<file path="config.mk">
export PLATFORM = sky130hd
export DESIGN_NAME = microwave_cook_sequencer
export DESIGN_NICKNAME = d
export VERILOG_FILES = /design/src/rtl/microwave_pkg.sv /design/src/rtl/sec_prescaler.sv /design/src/rtl/microwave_cook_sequencer.sv
export SDC_FILE = /design/constraint.sdc
export NUM_CORES = 1
export LEC_CHECK = 0
export ABC_AREA = 1
export ABC_CLOCK_PERIOD_IN_PS = 4600
export CELL_PAD_IN_SITES_DETAIL_PLACEMENT = 0
export CELL_PAD_IN_SITES_GLOBAL_PLACEMENT = 1
export CORE_MARGIN = 2
export CORE_UTILIZATION = 34
export DETAILED_ROUTE_END_ITERATION = 8
export PLACE_DENSITY = 0.67
export SYNTH_ARGS = -nofsm -noshare
export SYNTH_HDL_FRONTEND = slang
export SYNTH_SLANG_ARGS = --single-unit
</file>
<file path="constraint.sdc">
create_clock -name clk -period 4.6 [get_ports clk]
set_input_delay 0.92 -clock clk [delete_from_list [all_inputs] [get_ports clk]]
set_output_delay 0.92 -clock clk [all_outputs]
set_load 0.01 [all_outputs]
</file>
<file path="src/rtl/microwave_pkg.sv">
// Shared cook-sequencer types: state encoding, power/window limits, power clamp helper.
// Latency: none (types and pure functions only).
// Backpressure: not applicable.
package microwave_pkg;

    typedef enum logic [2:0] {
        IDLE   = 3'd0,
        READY  = 3'd1,
        COOK   = 3'd2,
        PAUSED = 3'd3,
        DONE   = 3'd4
    } state_t;

    localparam int POWER_MAX  = 10;
    localparam int WINDOW_SEC = 10;

    // Keypad can deliver 0 or 11..15; the duty window only understands 1..10.
    function automatic logic [3:0] clamp_power(input logic [3:0] p);
        if (p == 4'd0) begin
            return 4'd1;
        end
        if (p > 4'(POWER_MAX)) begin
            return 4'(POWER_MAX);
        end
        return p;
    endfunction

endpackage

</file>
<file path="src/rtl/sec_prescaler.sv">
// Divides clk down to a one-cycle sec_tick every TICKS_PER_SEC enabled cycles.
// Latency: tick asserted combinationally during the last count of each second.
// Backpressure: none; clear zeroes the count, disable freezes it.
module sec_prescaler #(
    parameter int TICKS_PER_SEC = 50_000_000
) (
    input  logic clk,
    input  logic rst,
    input  logic enable,
    input  logic clear,
    output logic sec_tick
);

    localparam int CNT_W = (TICKS_PER_SEC > 1) ? $clog2(TICKS_PER_SEC) : 1;
    localparam logic [CNT_W-1:0] LAST = CNT_W'(TICKS_PER_SEC - 1);

    logic [CNT_W-1:0] cnt_q;
    logic [CNT_W-1:0] cnt_d;

    // Tick must not depend on clear: the owner derives clear from the tick.
    assign sec_tick = enable && (cnt_q == LAST);

    always_comb begin
        cnt_d = cnt_q;
        if (clear) begin
            cnt_d = '0;
        end else if (enable) begin
            cnt_d = sec_tick ? '0 : cnt_q + 1'b1;
        end
    end

    always_ff @(posedge clk or posedge rst) begin
        if (rst) begin
            cnt_q <= '0;
        end else begin
            cnt_q <= cnt_d;
        end
    end

endmodule

</file>
<file path="src/rtl/microwave_cook_sequencer.sv">
// Cook-cycle sequencer: keypad/door arbitration, seconds countdown, 10 s magnetron duty window; MICROWAVE_CHIME_EN adds the end chime.
// Latency: commands sampled on a clk edge show on outputs just after it; door opening drops magnetron_en in the same cycle.
// Backpressure: none; command levels are sampled every cycle, highest priority wins (clear > stop > door open > start > load).
module microwave_cook_sequencer
    import microwave_pkg::*;
#(
    parameter int TICKS_PER_SEC = 50_000_000,
    parameter int SEC_W         = 12,
    parameter int QUICK_SEC     = 30,
    parameter int CHIME_SEC     = 3
) (
    input  logic             clk,
    input  logic             rst,
    input  logic             start,
    input  logic             stop,
    input  logic             clear,
    input  logic             door_closed,
    input  logic             load,
    input  logic [SEC_W-1:0] time_in,
    input  logic [3:0]       power_in,
    output logic             magnetron_en,
    output logic             timer_done,
    output logic [SEC_W-1:0] remaining,
    output logic [2:0]       state,
    output logic             chime
);

    localparam logic [SEC_W-1:0] QUICK_TIME = SEC_W'(QUICK_SEC);
    localparam logic [3:0]       WIN_LAST   = 4'(WINDOW_SEC - 1);

    state_t           state_q, state_d;
    logic [SEC_W-1:0] remaining_q, remaining_d;
    logic [3:0]       power_q, power_d;
    logic [3:0]       window_q, window_d;
    logic             start_armed_q, start_armed_d;
    logic             mag_req_q, mag_req_d;
    logic             done_q, done_d;

    logic             start_act;
    logic             load_act;
    logic             pre_en;
    logic             pre_clr;
    logic             sec_tick;

`ifdef MICROWAVE_CHIME_EN
    assign pre_en = (state_q == COOK) || (state_q == DONE);
`else
    assign pre_en = (state_q == COOK);
`endif

    sec_prescaler #(
        .TICKS_PER_SEC (TICKS_PER_SEC)
    ) u_sec_prescaler (
        .clk      (clk),
        .rst      (rst),
        .enable   (pre_en),
        .clear    (pre_clr),
        .sec_tick (sec_tick)
    );

    always_comb begin
        state_d       = state_q;
        remaining_d   = remaining_q;
        power_d       = power_q;
        window_d      = window_q;
        start_armed_d = start_armed_q;

        // Quick-start from IDLE needs start to have been seen low since IDLE was entered.
        start_act = start && door_closed &&
                    (((state_q == IDLE) && start_armed_q) ||
                     (state_q == READY) || (state_q == PAUSED));
        load_act  = load && ((state_q == IDLE) || (state_q == READY) || (state_q == DONE));

        if (clear) begin
            state_d     = IDLE;
            remaining_d = '0;
        end else if (stop) begin
            if (state_q == COOK) begin
                state_d = PAUSED;
            end
        end else if (!door_closed) begin
            if (state_q == COOK) begin
                state_d = PAUSED;
            end else if (state_q == DONE) begin
                state_d = IDLE;
            end
        end else if (start_act) begin
            state_d = COOK;
            if (state_q == IDLE) begin
                remaining_d = QUICK_TIME;
                power_d     = 4'(POWER_MAX);
            end
            if (state_q != PAUSED) begin
                window_d = '0;
            end
        end else if (load_act) begin
            remaining_d = time_in;
            power_d     = clamp_power(power_in);
            state_d     = (time_in != '0) ? READY : IDLE;
        end else if ((state_q == COOK) && sec_tick) begin
            if (remaining_q != '0) begin
                remaining_d = remaining_q - 1'b1;
            end
            window_d = (window_q == WIN_LAST) ? 4'd0 : window_q + 4'd1;
            if (remaining_q <= SEC_W'(1)) begin
                state_d = DONE;
            end
        end

        if ((state_d == IDLE) && (state_q != IDLE)) begin
            start_armed_d = 1'b0;
        end else if ((state_q == IDLE) && !start) begin
            start_armed_d = 1'b1;
        end

        mag_req_d = (state_d == COOK) && (window_d < power_d);
        done_d    = (state_d == DONE);
        // Every state change restarts the second count so the first second after entry is full length.
        pre_clr   = (state_d != state_q);
    end

    always_ff @(posedge clk or posedge rst) begin
        if (rst) begin
            state_q       <= IDLE;
            remaining_q   <= '0;
            power_q       <= 4'(POWER_MAX);
            window_q      <= '0;
            start_armed_q <= 1'b0;
            mag_req_q     <= 1'b0;
            done_q        <= 1'b0;
        end else begin
            state_q       <= state_d;
            remaining_q   <= remaining_d;
            power_q       <= power_d;
            window_q      <= window_d;
            start_armed_q <= start_armed_d;
            mag_req_q     <= mag_req_d;
            done_q        <= done_d;
        end
    end

`ifdef MICROWAVE_CHIME_EN
    localparam logic [SEC_W-1:0] CHIME_LEN = SEC_W'(CHIME_SEC);

    logic [SEC_W-1:0] chime_sec_q, chime_sec_d;
    logic             chime_q, chime_d;

    always_comb begin
        chime_sec_d = chime_sec_q;
        if ((state_d != DONE) || (state_q != DONE)) begin
            chime_sec_d = '0;
        end else if (sec_tick && (chime_sec_q < CHIME_LEN)) begin
            chime_sec_d = chime_sec_q + 1'b1;
        end
        chime_d = (state_d == DONE) && (chime_sec_d < CHIME_LEN);
    end

    always_ff @(posedge clk or posedge rst) begin
        if (rst) begin
            chime_sec_q <= '0;
            chime_q     <= 1'b0;
        end else begin
            chime_sec_q <= chime_sec_d;
            chime_q     <= chime_d;
        end
    end

    assign chime = chime_q;
`else
    logic unused_chime_cfg;
    assign unused_chime_cfg = (CHIME_SEC != 0);
    assign chime            = 1'b0;
`endif

    assign magnetron_en = mag_req_q & door_closed;
    assign timer_done   = done_q;
    assign remaining    = remaining_q;
    assign state        = state_q;

endmodule
</file>
# Yosys cells after proc, flatten, opt, wreduce, memory -nomap -nowiden
# Cells that the tools add are included.
[word_totals]
reg_bits = 52
input_bits = 23
output_inout_bits = 18
wordCells = 108
[classes]
addsub = 3
n_lt_le_gt_ge = 3
n_eq_ne = 12
mux = 55
bitwise_logic = 1
n_reduce_logical = 26
[ops]
columns = ["operator", "n"]
rows = [
  ["2-to-1 mux 12 bit", 8],
  ["2-to-1 mux 26 bit", 3],
  ["2-to-1 mux 4 bit", 18],
  ["2-to-1 mux 3 bit", 10],
  ["adder 26 x 1 -> 26 bit (second input constant)", 1],
  ["== test 26 bit (second input constant)", 1],
  ["nonzero test 12 bit", 2],
  ["2-to-1 mux 1 bit", 16],
  ["less-or-equal comparator 12 x 1 -> 1 bit (second input constant)", 1],
  ["subtractor 12 x 1 -> 12 bit (second input constant)", 1],
  ["== test 3 x 2 -> 1 bit (second input constant)", 3],
  ["logical AND 1 bit", 9],
  ["nonzero test 4 bit", 2],
  ["== test 3 bit (second input constant)", 2],
  ["logical NOT 3 bit", 2],
  ["inequality test 3 x 2 -> 1 bit (second input constant)", 2],
  ["nonzero test 2 bit", 3],
  ["AND reduction 5 bit", 1],
  ["adder 4 x 1 -> 4 bit (second input constant)", 1],
  ["== test 4 bit (second input constant)", 1],
  ["> comparator 4 bit (second input constant)", 1],
  ["logical NOT 4 bit", 1],
  ["logical OR 1 bit", 4],
  ["< comparator 4 bit", 1],
  ["other kinds (6)", 6],
]

# Logic depth before layout (Yosys ltp)
[logic_depth]
depth_word = 24
ltp_mapped = 17
depth_no_buf = 17

# Cells and area by module
# From an unflattened synthesis, not the netlist that was laid out.
[unflattened]
hier_cells = 535
area_unflattened_um2 = 3712.3
[by_module_without_submodules]
columns = ["mod", "n_inst", "cells_per_inst", "area_per_inst_um2", "seq_area_each_um2"]
rows = [
  ["microwave_cook_sequencer", 1, 282, 2024.4, 653.1],
  ["sec_prescaler", 1, 253, 1687.9, 650.6],
]

# Worst setup path before layout
# OpenSTA, ideal clock, no wires.
[synth_path]
path_kind = "input to register"
from = "in start"
to = "reg mag_req_q"
setup_ns = 0.077
arrival_ns = 2.417
required_time_ns = 4.523
path_slack_ns = 2.105
cell_stages = 13
n_path_buf = 0
path_cell_list = "inv_1 -> nor2_1 -> nand3_4 -> nand2_1 -> nand3_1 -> inv_1 -> o21ai_0 -> ha_1 -> a21oi_1 -> nand2_1 -> nor2_1 -> nand2_1 -> a21oi_1"
[synth_between]
elab_chain_cells = 8
elab_cells_between_ends = 17
cone_classes = "1 x order compare; 1 x eq/ne; 12 x mux; 3 x reduce/logical"
[synth_rtl]
columns = ["item", "line", "rtl"]
rows = [
  ["from (decl)", "microwave_cook_sequencer.sv:14", "input logic start,"],
  ["logical AND 1 bit (*) (2 in a row)", "microwave_cook_sequencer.sv:69", "start_act = start && door_closed &&"],
  ["2-to-1 mux 4 bit or 2-to-1 mux 3 bit (tied branches)", "microwave_cook_sequencer.sv:87", "end else if (start_act) begin"],
  ["2-to-1 mux 4 bit or 2-to-1 mux 3 bit (tied branches)", "microwave_cook_sequencer.sv:81", "end else if (!door_closed) begin"],
  ["2-to-1 mux 4 bit or 2-to-1 mux 3 bit (tied branches)", "microwave_cook_sequencer.sv:77", "end else if (stop) begin"],
  ["2-to-1 mux 4 bit or 2-to-1 mux 3 bit (tied branches)", "microwave_cook_sequencer.sv:74", "if (clear) begin"],
  ["< comparator 4 bit or == test 3 x 2 -> 1 bit (tied branches)", "microwave_cook_sequencer.sv:116", "mag_req_d = (state_d == COOK) && (window_d < power_d);"],
  ["logical AND 1 bit (*)", "microwave_cook_sequencer.sv:116", ""],
  ["net mag_req_d", "microwave_cook_sequencer.sv:36", "logic mag_req_q, mag_req_d;"],
  ["to (signal assigned)", "microwave_cook_sequencer.sv:137", "mag_req_q <= mag_req_d;"],
  ["to (decl)", "microwave_cook_sequencer.sv:36", ""],
]
# The timed path passes the listed nets; every way through them passes the cells marked *.
# A chain may end at the register's enable or synchronous reset.

# Worst setup path after layout
[layout_path]
from = "in door_closed"
to = "out magnetron_en"
[layout_between]
elab_chain_cells = 1
[layout_rtl]
columns = ["item", "line", "rtl"]
rows = [
  ["from (decl)", "microwave_cook_sequencer.sv:17", "input logic door_closed,"],
  ["bitwise AND 1 bit", "microwave_cook_sequencer.sv:175", "assign magnetron_en = mag_req_q & door_closed;"],
  ["to (decl)", "microwave_cook_sequencer.sv:21", "output logic magnetron_en,"],
]
# No other way between the ends.

==> flow_summary.ini <==
[clock_network]
cts_setup_buffers = 0
clock-sinks = 52
cts-root-buf = clkbuf_16
clock_latency_ps = 310
postCtsHoldBufs = 0
cts.clk_slew.worst_paths_ps = 60
cts_inserted_buffers = 5
ctsResizeCount = 0
htreeDepth = 2
cts_tree = built
cts_buffer_depth = 2

[pwr]
power.density_nw_per_um2 = 261
irDropWorstVdd_mv = 0.134
p_leak_nw = 2.03

[synth]
yosysMostFrequentCell = nand2_1
ys.flop_type = dfrtp_1
async_reset_ff_share_pct = 100
syn_area_per_cell_um2 = 6.79
synth_enable_flop_cells = 0
yosys.area.top_type_share_pct = 31.0
synth_fp_nets = 624
yosys_warnings = 0
syn_area_um2 = 4040
synth.largest_area_cell = dfrtp_1
synth_area_leaders = dfrtp_1, nand2_1, inv_1, nor2_1, nand3_1
ys_ff_latch = 52
synthTopCellsByCount = nand2_1, inv_1, nor2_1, dfrtp_1, nand3_1
yosysUniqueCellTypes = 44
synthCells = 594
ys_seq_area_share_pct = 32.3

[sta]
setup_tns_ps = 0
worst_slew_pin_slew_ps = 633
finalCriticalPeriod_ps = 3090
maxSlewHeadroom_pct = 57.8
rsz0062_at_grt = no
finalCritPeriodShare_pct = 67.2
finalSetupViolations = 0
final-max-slew-violation-count = 0
final-hold-violation-count = 0
max_clock_freq_ghz = 0.324
timing.hold.ws_ps = 501
fin_skew_ps = 8.44

[drt]
wl_um = 11600
dr.pass1.iters = 5
vias_per_cell = 5.07
drt_iter0_drc = 232
wl_per_cell_um = 14.9
postRouteAntennaNets = 0
vias = 3929
drc_errors = 0

[place]
placed_cell_area_um2 = 4540
place_congestion = 0.864
port_buffers = 39
hpwl_um = 8750

[worst_setup_path]
reg2reg_depth = 17
critPathMaxFanout = 4
critPathArrivalTime_ps = 2170
cp-end-kind = primary output
worst_path_most_repeated_cell = clkdlybuf4s50_1
required_ps = 3680
critPathLaunchType = primary input
r2r_slack_ps = 1580
critical_path.startpoint = door_closed
setup.worst_path.end = magnetron_en
crit_path_cell_trace = clkdlybuf4s50_1 -> nand2_1 -> inv_1 -> clkdlybuf4s50_1
criticalPathCategory = primary input to primary output
slowest_stage = clkdlybuf4s50_1
reg2reg_from = state[2]
r2r_end = mag_req_q
slowest_delay_ps = 590

[finish]
fin_util_pct = 40.7
antenna_cells = 0
drive_gt1_share_pct = 11.2
final_area_um2 = 4690
syn_to_final_growth_pct = 16.3
nNetsFinal = 661

[job]
maxCapViolations = 0

[die]
io_pins = 41
die-area_um2 = 12800
die_x_um = 113
start_util_pct = 35.0
rows = 39
core-area_um2 = 11500
die_y_um = 113

[global_route]
first_global_vias = 4011
antenna_found_initial = 0
gr-total-overflow = 0
grt_max_degree = 28
grt_use_total_pct = 19.2
grt_pass1_wl_um = 19700

[run_status]
status = completed

[worst_hold_path]
holdPathStages = 2
hold_class = register to register
[metal layers]
layer	vias up	global-route usage [%]	wire length [um]
met5	-	0	0
met4	0	6.18	161
met3	10	2.79	416
met2	94	32.5	5630
met1	1827	25.4	5360
li1	1998	-	-
[cells by family after synthesis]
group | share of synthesized area, %
xor+xnor | 1.52
other cells | 0.0929
flops | 32.3
simple gates | 43.3
mux | 0.496
compound gates | 9.27
buf+inv | 10.8
fa+ha+maj | 2.17
[through the flow]
step	total power, W	setup WS (ps)	std cells
global route	0.00130	1160	775
detailed placement	0.000825	1200	767
CTS	0.00124	1510	775
floorplan	0.000729	2110	594
finish	0.00123	1510	775
global placement	0.000825	1310	767
[area by class of cell]
type	instances	area, um^2
Clock buffer	8	156
Fill cell	1222	6820
Tap cell	143	179
Multi-Input combinational cell	438	2290
Sequential cell	52	1300
Inverter	92	345
Timing Repair Buffer	42	413
[worst min path at each step]
| stage | from | end | slack (ps) |
|---|---|---|---|
| finish | start_armed_q | start_armed_q | 500 |
| global route | start_armed_q | start_armed_q | 550 |
| CTS | start_armed_q | start_armed_q | 500 |
| detailed placement | start_armed_q | start_armed_q | 490 |
| global placement | start_armed_q | start_armed_q | 490 |
| floorplan | start_armed_q | start_armed_q | 460 |
[registers in the layout, summed over array words and instances (netlist names)]
| register | cells |
|---|---|
| power_q | 4 |
| timer_done | 1 |
| remaining | 12 |
| mag_req_q | 1 |
| u_sec_prescaler.cnt_q | 26 |
| state | 3 |
| window_q | 4 |
| start_armed_q | 1 |
[worst max-delay path, delay by kind of cell]
family / cells / cell delay, ps
and+or+nand+nor: 1 / 80
buffers and inverters: 3 / 1170
[cells in the final DEF (no fill, tap or decap), types with 7 or more instances in the layout]
cell type	Yosys	routed
a21oi_1	7	7
nor3_2	20	20
dfrtp_1	50	50
xor2_1	7	7
o21ai_0	24	24
inv_1	82	81
nand2_2	7	7
clkdlybuf4s50_1	0	39
ha_1	7	7
nor3_1	27	27
nand3_1	49	49
nand4_1	13	13
nand2_1	149	149
nor2_1	69	69
o22ai_1	9	9
inv_2	9	10
[where the power goes]
part           internal [W]  switching, W  total, W
clock network      0.000232      0.000180  0.000412
logic              0.000110      0.000188  0.000298
registers          0.000489     0.0000275  0.000516
No activity file was read; power rests on OpenSTA's default activity.
